<file path="config.mk">
export PLATFORM = sky130hd
export DESIGN_NAME = lz_denorm
export DESIGN_NICKNAME = d
export VERILOG_FILES = /design/src/rtl/lz_denorm.sv
export SDC_FILE = /design/constraint.sdc
export NUM_CORES = 1
export LEC_CHECK = 0
export CAP_MARGIN = 20
export CORE_MARGIN = 4
export CORE_UTILIZATION = 45
export DETAILED_ROUTE_END_ITERATION = 8
export PLACE_DENSITY = 0.88
export SLEW_MARGIN = 20
export SYNTH_ARGS = -nofsm -noshare
export SYNTH_HDL_FRONTEND = slang
export SYNTH_SLANG_ARGS = --single-unit
</file>
<file path="constraint.sdc">
create_clock -name clk -period 3.44 [get_ports clk]
set_input_delay 0.344 -clock clk [delete_from_list [all_inputs] [get_ports clk]]
set_output_delay 0.344 -clock clk [all_outputs]
set_load 0.02 [all_outputs]
</file>
<file path="src/rtl/lz_denorm.sv">
`default_nettype none
// ============================================================================
// Module   : lz_denorm
// Function : iterative right-shift de-normalizer (inverse of a leading-zero
//            count), valid/ready on both sides. Macro LZ_DENORM_NIBBLE_EN
//            enables 4-bit steps while the remaining count is at least 4.
// Revision : 1.0
// ============================================================================
module lz_denorm (
   input  logic        clk,
   input  logic        rst,
   input  logic        in_valid,
   output logic        in_ready,
   input  logic [31:0] in_data,
   input  logic [5:0]  in_count,
   output logic        out_valid,
   input  logic        out_ready,
   output logic [31:0] out_data,
   output logic        out_err
);

   typedef enum logic [1:0] {
      ST_IDLE  = 2'd0,
      ST_SHIFT = 2'd1,
      ST_DONE  = 2'd2
   } state_t;

   localparam logic [5:0] c_max_count = 6'd32;

   state_t      state_q, state_d;
   logic [31:0] data_q,  data_d;
   logic [5:0]  rem_q,   rem_d;
   logic        err_q,   err_d;

   logic        w_nibble;
   logic [5:0]  w_step;
   logic [5:0]  w_rem_sub;
   logic [31:0] w_shifted;
   logic        w_over;
   logic [5:0]  w_clamped;

`ifdef LZ_DENORM_NIBBLE_EN
   assign w_nibble = (rem_q >= 6'd4);
`else
   assign w_nibble = 1'b0;
`endif

   assign w_step    = w_nibble ? 6'd4 : 6'd1;
   assign w_shifted = w_nibble ? {4'b0000, data_q[31:4]} : {1'b0, data_q[31:1]};
   assign w_rem_sub = rem_q - w_step;

   // Counts beyond the word width clamp to a full shift and flag an error.
   assign w_over    = (in_count > c_max_count);
   assign w_clamped = w_over ? c_max_count : in_count;

   always_comb begin
      state_d = state_q;
      data_d  = data_q;
      rem_d   = rem_q;
      err_d   = err_q;
      case (state_q)
         ST_IDLE: begin
            if (in_valid) begin
               data_d  = in_data;
               err_d   = w_over;
               rem_d   = w_clamped;
               state_d = (w_clamped == 6'd0) ? ST_DONE : ST_SHIFT;
            end
         end
         ST_SHIFT: begin
            data_d = w_shifted;
            rem_d  = w_rem_sub;
            if (w_rem_sub == 6'd0) begin
               state_d = ST_DONE;
            end
         end
         ST_DONE: begin
            if (out_ready) begin
               state_d = ST_IDLE;
            end
         end
         default: begin
            state_d = ST_IDLE;
         end
      endcase
   end

   always_ff @(posedge clk or posedge rst) begin
      if (rst) begin
         state_q <= ST_IDLE;
         data_q  <= 32'd0;
         rem_q   <= 6'd0;
         err_q   <= 1'b0;
      end else begin
         state_q <= state_d;
         data_q  <= data_d;
         rem_q   <= rem_d;
         err_q   <= err_d;
      end
   end

   assign in_ready  = (state_q == ST_IDLE);
   assign out_valid = (state_q == ST_DONE);
   assign out_data  = data_q;
   assign out_err   = err_q;

endmodule
`default_nettype wire
</file>
After elaboration in Yosys (flattened, before gate mapping). Cells that the tools add are included.

Logic and storage cells: 28. Input port bits: 42. Bits in registers: 41. Output and inout bits: 35.

Order comparisons: 1. Reductions and logical operators: 7. Eq/ne operators: 5. Muxes and demuxes: 10. Add/sub/neg operators: 1.

Operator list (number): one-hot mux 32 bit (2 select lines) (1); two-way mux 32 bit (1); logical NOT 6 bit (2); two-way mux 6 bit (2); one-hot mux 6 bit (2 select lines) (1); two-way mux 2 bit (4); greater-than comparator 6 bit, second input constant (1); one-hot mux 2 bit (3 select lines) (1); subtractor 6 x 1 -> 6 bit, second input constant (1); != test 2 bit, second input constant (2); AND reduction 2 bit (2); AND reduction 3 bit (1); == test 2 x 1 -> 1 bit, second input constant (1); == test 2 bit, second input constant (1); logical NOT 2 bit (1); != test 2 x 1 -> 1 bit, second input constant (1); nonzero test 2 bit (1).

Depth between registers and ports, before layout. Gate-level depths: netlist of the first run.

Depth after elaboration: 6. Gate-level depth with buffers: 7. Gate-level depth less buffers: 6.

Worst setup path before layout of the first run. Ideal clock, no wire load.

Path type: register to register. Start: register rem_q[2]. End: register state_q[1]. Period minus slack after synthesis: 1758 ps. Buffers on the path: 1. Data required time: 3314 ps. Arrival time: 1632 ps. Library setup time: 126 ps. Setup slack: 1682 ps. Cell stages (with the launch flop): 6. Path through: dfrtp_1 > buf_6 > or4_4 > nor3_2 > and4b_1 > a221o_1.

Longest elaborated chain between the ends: 4.

Ends and longest elaborated chain: start, declared (line 32) `logic [5:0] rem_q, rem_d;`; start signal, assigned (line 97) `rem_q <= rem_d;`; subtractor 6 x 1 -> 6 bit (line 50) `assign w_rem_sub = rem_q - w_step;`; logical NOT 6 bit (line 73) `if (w_rem_sub == 6'd0) begin`; != test 2 bit (no line); AND reduction 3 bit (no line); end signal, assigned (line 95) `state_q <= state_d;`; end, declared (line 30) `state_t state_q, state_d;`.

Every way passes these cells. A chain may end at the register's enable or synchronous reset.

Final worst setup path of the first run.
Start: register state_q[1]. End: register data_q[18] (netlist: out_data[18]).

Longest elaborated chain between the ends: 3. Elaborated cells between the ends (all ways): 6. Those cells by class: eq/ne (2); mux (1); reduce/logical (3).

Ends and longest elaborated chain: == test 2 x 1 -> 1 bit or logical NOT 2 bit (tied branches) (line 61) `case (state_q)`; nonzero test 2 bit (no line) or != test 2 bit (tied branches); AND reduction 2 bit (no line); end signal, assigned (line 96) `data_q <= data_d;`; end, declared (line 31) `logic [31:0] data_q, data_d;`.

Several ways; a longest one is shown, not always the timed one.

==> impl_metrics.yaml, run 1 <==
floorplan:
  dieArea_um2: 5844
  start_util_pct: 47.44
  io_pins: 77
  fp.dieH_um: 76.45
  row_count: 24
  core-area_um2: 4444
  fp.dieW_um: 76.45
synth:
  synth_fa_ha_area_share_pct: 1.187
  synth_top_family_by_area: "multiplexers"
  syn_inst: 215
  synth_compound_area_share_pct: 14.84
  syn-num-nets: 259
  yosysUniqueCellTypes: 36
  synth_top_area_share_pct: 48.66
  yosys-mux-area-fraction_pct: 15.19
  synthTopCellsByArea: "dfrtp_1, mux2i_1, o21ai_0"
  seq_area_frac_synth_pct: 48.66
  ys_ff_latch: 41
  synthSimpleGateAreaFrac_pct: 13.65
  synthesis.area_um2: 2108
  synth-xor-area-share_pct: 0.8309
  syn_area_per_cell_um2: 9.806
  yosysTopAreaCell: "dfrtp_1"
  synth_warnings: 0
timing:
  hold_violations: 0
  fin_worst_skew_ns: 0.004453
  period_needed_ns: 2.114
  tns_ns: 0
  slew_viol_final: 0
  setup_viol: 0
  worst_pin_slew_ns: 1.082
  fin_ws_ns: 1.326
  post-route-period-util_pct: 61.46
  fmax_mhz: 473.0
  slew_headroom_pct: 27.87
  rsz0062_at_grt: "false"
power:
  p_int_uw: 1663
  power_density_nw_per_um2: 933.7
  p_switching_uw: 1140
  pwr-share-seq_pct: 33.5
  combinationalPowerShare_pct: 52.2
  ir_worst_vdd_mv: 0.5182
  swShare_pct: 40.67
  clkPwrFrac_pct: 14.3
  leakage_uw: 0.001261
placement:
  portBuffers: 76
  dp_slack_ns: 1.331
  post-dp-hpwl_um: 3697
  place_congestion: 0.8505
clock_tree:
  cts_tree: "built"
  cts_buffers: 5
  ctsHoldBuffers: 0
  clockBufferDepth: 2
  postCtsResizedCells: 0
  post_cts_buffers: 0
  clk_pin_slew_ns: 0.08
  cts_max_level: 2
  clk_latency_ns: 0.29
  clock-sinks: 41
  cts-root-buf: "clkbuf_8"
hold_path:
  hp-class: "input port to async pin"
setup_path:
  r2r_cells: 4
  reg2reg_from: "state_q[1]"
  cp_top_family: "simple AND/OR/NAND/NOR gates"
  slowest_stage: "nand2b_1"
  crit_type: "register to register"
  crit_fanout: 22
  path_cells: "nand2b_1 > buf_4 > mux2i_1 > o21ai_0"
  cp.required_ns: 3.60
  worst_path_largest_cell_delay_ns: 0.87
  cp_num_cells: 4
  start_kind: "register"
  setup.worst_path.start: "state_q[1]"
  crit_arrival_ns: 2.28
  cp_num_buf_inv: 1
  endpoint_kind: "register"
flow_run:
  maxCapViolCount: 0
cells_and_area:
  nets: 330
  drive_gt1_share_pct: 5.575
  area_growth_pct: 42.43
  fillers: 366
  ff_latch_area_um2: 1026
  multi_input_area_um2: 974.7
  antenna-diode-count: 0
grt:
  antenna_found_initial: 0
  grt_max_degree: 49
  grt_pass1_vias: 1848
  grt_util_all_layers_pct: 18.14
  grt_pass1_wl_um: 8569
  overflow: 0
run_status:
  status: "complete, no violations"
route:
  wl_um: 5109
  drt_iter0_markers: 92
  wire_per_inst_um: 15.07
  drc: 0
  routed_via_density: 5.333
  dr.pass1.iters: 4
  ant_nets: 0
  vias: 1808
## cells in the mapped netlist, drive strengths merged
master	number
a21oi	4
a221o	2
a22o	1
and2	1
and2b	1
and4b	1
buf	5
clkbuf	10
clkdlybuf4s50	1
dfrtp	41
ha	2
inv	8
mux2i	32
nand2	36
nand2b	2
nand3	1
nand3b	1
nor2	4
nor2b	2
nor3	2
nor3b	2
nor4	2
nor4bb	2
o211ai	1
o21a	1
o21ai	42
o21bai	1
o22ai	1
o2bb2ai	1
o31ai	1
o41ai	1
or4	1
xor2	2
## worst register-to-register path: stages, from the launching register on
cell,delay (ns)
dfrtp_1,0.48
nand2b_1,0.87
buf_4,0.33
mux2i_1,0.21
o21ai_0,0.09
## cells in the final DEF, fill, tap and decap left out
master           synthesis  layout
a21oi_1                  4       4
a221o_1                  2       2
a22o_1                   1       1
and2_2                   1       1
and2b_2                  1       1
and4b_1                  1       1
buf_4                    1       4
bufinv_16                0       1
clkbuf_1                10       1
clkbuf_8                 0       6
clkdlybuf4s50_1          0      76
dfrtp_1                 41      41
ha_1                     2       2
inv_1                    8       8
mux2i_1                 32      32
nand2_1                 36      36
nand2b_1                 2       2
nand3_1                  1       1
nand3b_1                 1       1
nor2_1                   4       4
nor2b_1                  2       2
nor3_1                   1       1
nor3_2                   1       1
nor3b_1                  2       2
nor4_1                   2       2
nor4bb_1                 2       2
o211ai_1                 1       1
o21a_1                   1       1
o21ai_0                 42      42
o21bai_4                 0       1
o22ai_1                  1       1
o2bb2ai_1                1       1
o31ai_1                  1       1
o41ai_1                  1       1
or4_4                    1       1
xor2_1                   2       2
## path summary, 6_finish.rpt
check,slack (ns),end
worst max-delay path,1.33,out_data[18]
max in group asynchronous,2.59,out_data[3]
worst min register to register,0.50,out_data[0]
worst min-delay path,0.50,out_data[10]
worst max register to register,1.33,out_data[18]
min in group clk,0.50,out_data[0]
## per-stage QoR
stage               hold WS [ns]  utilization [%]  total power [µW]  area [µm²]  instances
floorplan                 0.4837                -              1842        2108        215
global placement          0.4776            64.95              2354        2887        331
detailed placement        0.4923            64.95              2407        2887        331
CTS                       0.5103            67.57              2832        3003        339
global route              0.5458            67.57              3011        3003        339
finish                    0.5005            67.57              2804        3003        339
## power groups by stage
stage | logic [µW] | registers (µW) | clock network, µW
finish | 1460 | 940 | 400
global route | 1600 | 979 | 429
CTS | 1480 | 941 | 408
detailed placement | 1460 | 944 | 0
global placement | 1420 | 937 | 0
floorplan | 746 | 1100 | 0
## kinds of logic after synthesis
logic type	Yosys count
compound gates	56
xor+xnor	2
fa+ha+maj	2
buf+inv	24
flops	41
mux	32
simple gates	58
## final cells by class
| cell class | count | area share [%] |
|---|---|---|
| sequential | 41 | 34.17 |
| clock buffer | 7 | 2.875 |
| timing repair buffer | 80 | 26.33 |
| multi-input combinational | 150 | 32.46 |
| inverter | 8 | 1.000 |
| tap | 52 | 2.167 |
| clock inverter | 1 | 1.000 |
## sequential cells by signal (all words and copies together), names as in the netlist
signal / cells
out_data: 32
rem_q: 6
state_q: 2
out_err: 1
## per-layer routing
metal,GRT usage (%),vias to the layer above,wire [µm]
met2,31.72,58,2659
met5,0,-,0
met1,21.22,854,2077
met4,7.065,0,108
met3,4.610,11,264
li1,-,885,-
Power figures use the tool's default switching activity.
==> run 2: changes to the inputs <==
--- a/config.mk
+++ b/config.mk
@@ -7,9 +7,9 @@
 export LEC_CHECK = 0
 export CAP_MARGIN = 20
 export CORE_MARGIN = 4
-export CORE_UTILIZATION = 45
+export CORE_UTILIZATION = 44
 export DETAILED_ROUTE_END_ITERATION = 8
-export PLACE_DENSITY = 0.88
+export PLACE_DENSITY = 0.86
 export SLEW_MARGIN = 20
 export SYNTH_ARGS = -nofsm -noshare
 export SYNTH_HDL_FRONTEND = slang
==> constraint.sdc (replaced) <==
create_clock -name clk -period 2 [get_ports clk]
set_input_delay 0.2 -clock clk [delete_from_list [all_inputs] [get_ports clk]]
set_output_delay 0.2 -clock clk [all_outputs]
set_load 0.02 [all_outputs]
==> run 2 against run 1 <==
  * Global-route usage decreased by 0.71 points
  * Power increased by 68%
  * Clock-buffer cell count increased by 1
  * Register-to-register slack got worse by 1.1 ns
  * First-iteration DRC count decreased by 5.4%
  * Critical endpoint is now out_valid
==> impl_metrics.yaml, run 2 (synthesized netlist as in run 1, its figures left out) <==
run_status:
  status: "complete, no violations"
placement:
  dp_slack_ns: 0.2160
  place_congestion: 0.8968
  placedCellCount: 334
  post-dp-hpwl_um: 3878
  portBuffers: 76
floorplan:
  fp.dieW_um: 77.22
  row_count: 24
  dieArea_um2: 5963
  fp.dieH_um: 77.22
  io_pins: 77
  core-area_um2: 4504
  start_util_pct: 46.81
clock_tree:
  cts-root-buf: "clkbuf_8"
  cts_max_level: 2
  cts_buffers: 5
  ctsHoldBuffers: 0
  cts_tree: "built"
  clk_pin_slew_ns: 0.07
  clk_latency_ns: 0.28
  clockBufferDepth: 2
  postCtsResizedCells: 0
  post_cts_buffers: 0
  clock-sinks: 41
route:
  drc: 0
  ant_nets: 0
  wl_um: 4963
  routed_via_density: 5.193
  dr.pass1.iters: 4
  wire_per_inst_um: 14.51
  drt_iter0_markers: 87
  vias: 1776
hold_path:
  hp-class: "input port to async pin"
power:
  pwr-share-seq_pct: 34.2
  p_switching_uw: 1943
  power_density_nw_per_um2: 1560
  swShare_pct: 41.32
  clkPwrFrac_pct: 10.7
  ir_worst_vdd_mv: 0.8955
  combinationalPowerShare_pct: 55.2
  leakage_uw: 0.001260
  p_int_uw: 2759
timing:
  whs_ns: 0.3440
  worst_pin_slew_ns: 0.5111
  tns_ns: 0
  period_needed_ns: 1.866
  rsz0062_at_grt: "false"
  fmax_mhz: 535.9
  post-route-period-util_pct: 93.31
  fin_worst_skew_ns: 0.005280
  slew_viol_final: 0
  setup_viol: 0
  hold_violations: 0
  slew_headroom_pct: 65.92
  fin_ws_ns: 0.1339
cells_and_area:
  drive_gt1_share_pct: 5.862
  antenna-diode-count: 0
  nets: 333
  fillers: 360
  instances_no_fill: 342
  final_cell_mix: "clkdlybuf4s50_1, o21ai_0, dfrtp_1"
  area_growth_pct: 42.97
  final_common_cell: "clkdlybuf4s50_1"
  largest_reg_flops: 32
setup_path:
  cp_top_family: "buffers and inverters"
  slowest_stage: "clkdlybuf4s50_1"
  cp_num_buf_inv: 1
  r2r_cells: 4
  endpoint_kind: "primary output"
  crit_fanout: 11
  worst_path_largest_cell_delay_ns: 0.59
  path_cells: "and2b_2 > clkdlybuf4s50_1"
  cp.required_ns: 1.80
  cp_num_cells: 2
  crit_arrival_ns: 1.67
  crit_type: "register to primary output"
  start_kind: "register"
grt:
  grt_max_degree: 42
  grt_util_all_layers_pct: 17.42
  overflow: 0
  antenna_found_initial: 0
  grt_pass1_wl_um: 8300
  grt_pass1_vias: 1770
flow_run:
  maxCapViolCount: 0
## run 2: changes by cell type in the layout (fill, tap and decap cells not counted), sizes merged
| cell | change |
|---|---|
| clkinv | +1 |
| inv | -1 |
| buf | +3 |
| bufinv | -1 |
| clkbuf | +1 |
## run 2: power groups by stage
stage	sequential [µW]	combinational [µW]	clock, µW
6_report	1610	2590	501
5_1_grt	1670	2840	556
4_1_cts	1610	2630	517
3_5_place_dp	1620	2620	0
3_3_place_gp	1590	2550	0
2_1_floorplan	1880	1280	0
## run 2: through the flow
step / utilization [%] / area (µm²) / power (µW)
3_3_place_gp: 65.14 / 2934 / 4137
2_1_floorplan: - / 2108 / 3167
3_5_place_dp: 65.14 / 2934 / 4240
5_1_grt: 66.92 / 3014 / 5072
6_report: 66.92 / 3014 / 4702
4_1_cts: 66.92 / 3014 / 4754
## run 2: worst register-to-register path: cells and delay by family (launching register included)
family | cells | cell delay (ns)
AO/OA/AOI/OAI | 1 | 0.33
flip-flops | 1 | 0.46
AND/OR/NAND/NOR | 3 | 0.90
## run 2: area by class of cell
class                           count  area, µm²  area share [%]
Sequential cell                    41       1026           34.04
Multi-Input combinational cell    150      974.7           32.34
Timing Repair Buffer               83      838.3           27.81
Clock buffer                        8      80.08           2.657
Tap cell                           52      65.06           2.159
Inverter                            8      30.03          0.9963
## run 2: final timing paths
check / slack (ns) / start / endpoint
max in group asynchronous: 1.30 / rst / out_data[7]
min in group clk: 0.49 / out_data[0] / out_data[0]
max: 0.13 / state_q[0] / out_valid
min: 0.34 / rst / out_data[9]
min reg2reg: 0.49 / out_data[0] / out_data[0]
max reg2reg: 0.19 / rem_q[2] / state_q[1]
## run 2: routing by layer
| metal | wire, µm | up-vias | track usage, % |
|---|---|---|---|
| met5 | 0 | - | 0 |
| met4 | 54 | 0 | 6.228 |
| met3 | 278 | 6 | 4.450 |
| met2 | 2512 | 55 | 28.67 |
| met1 | 2118 | 823 | 22.11 |
| li1 | - | 892 | - |
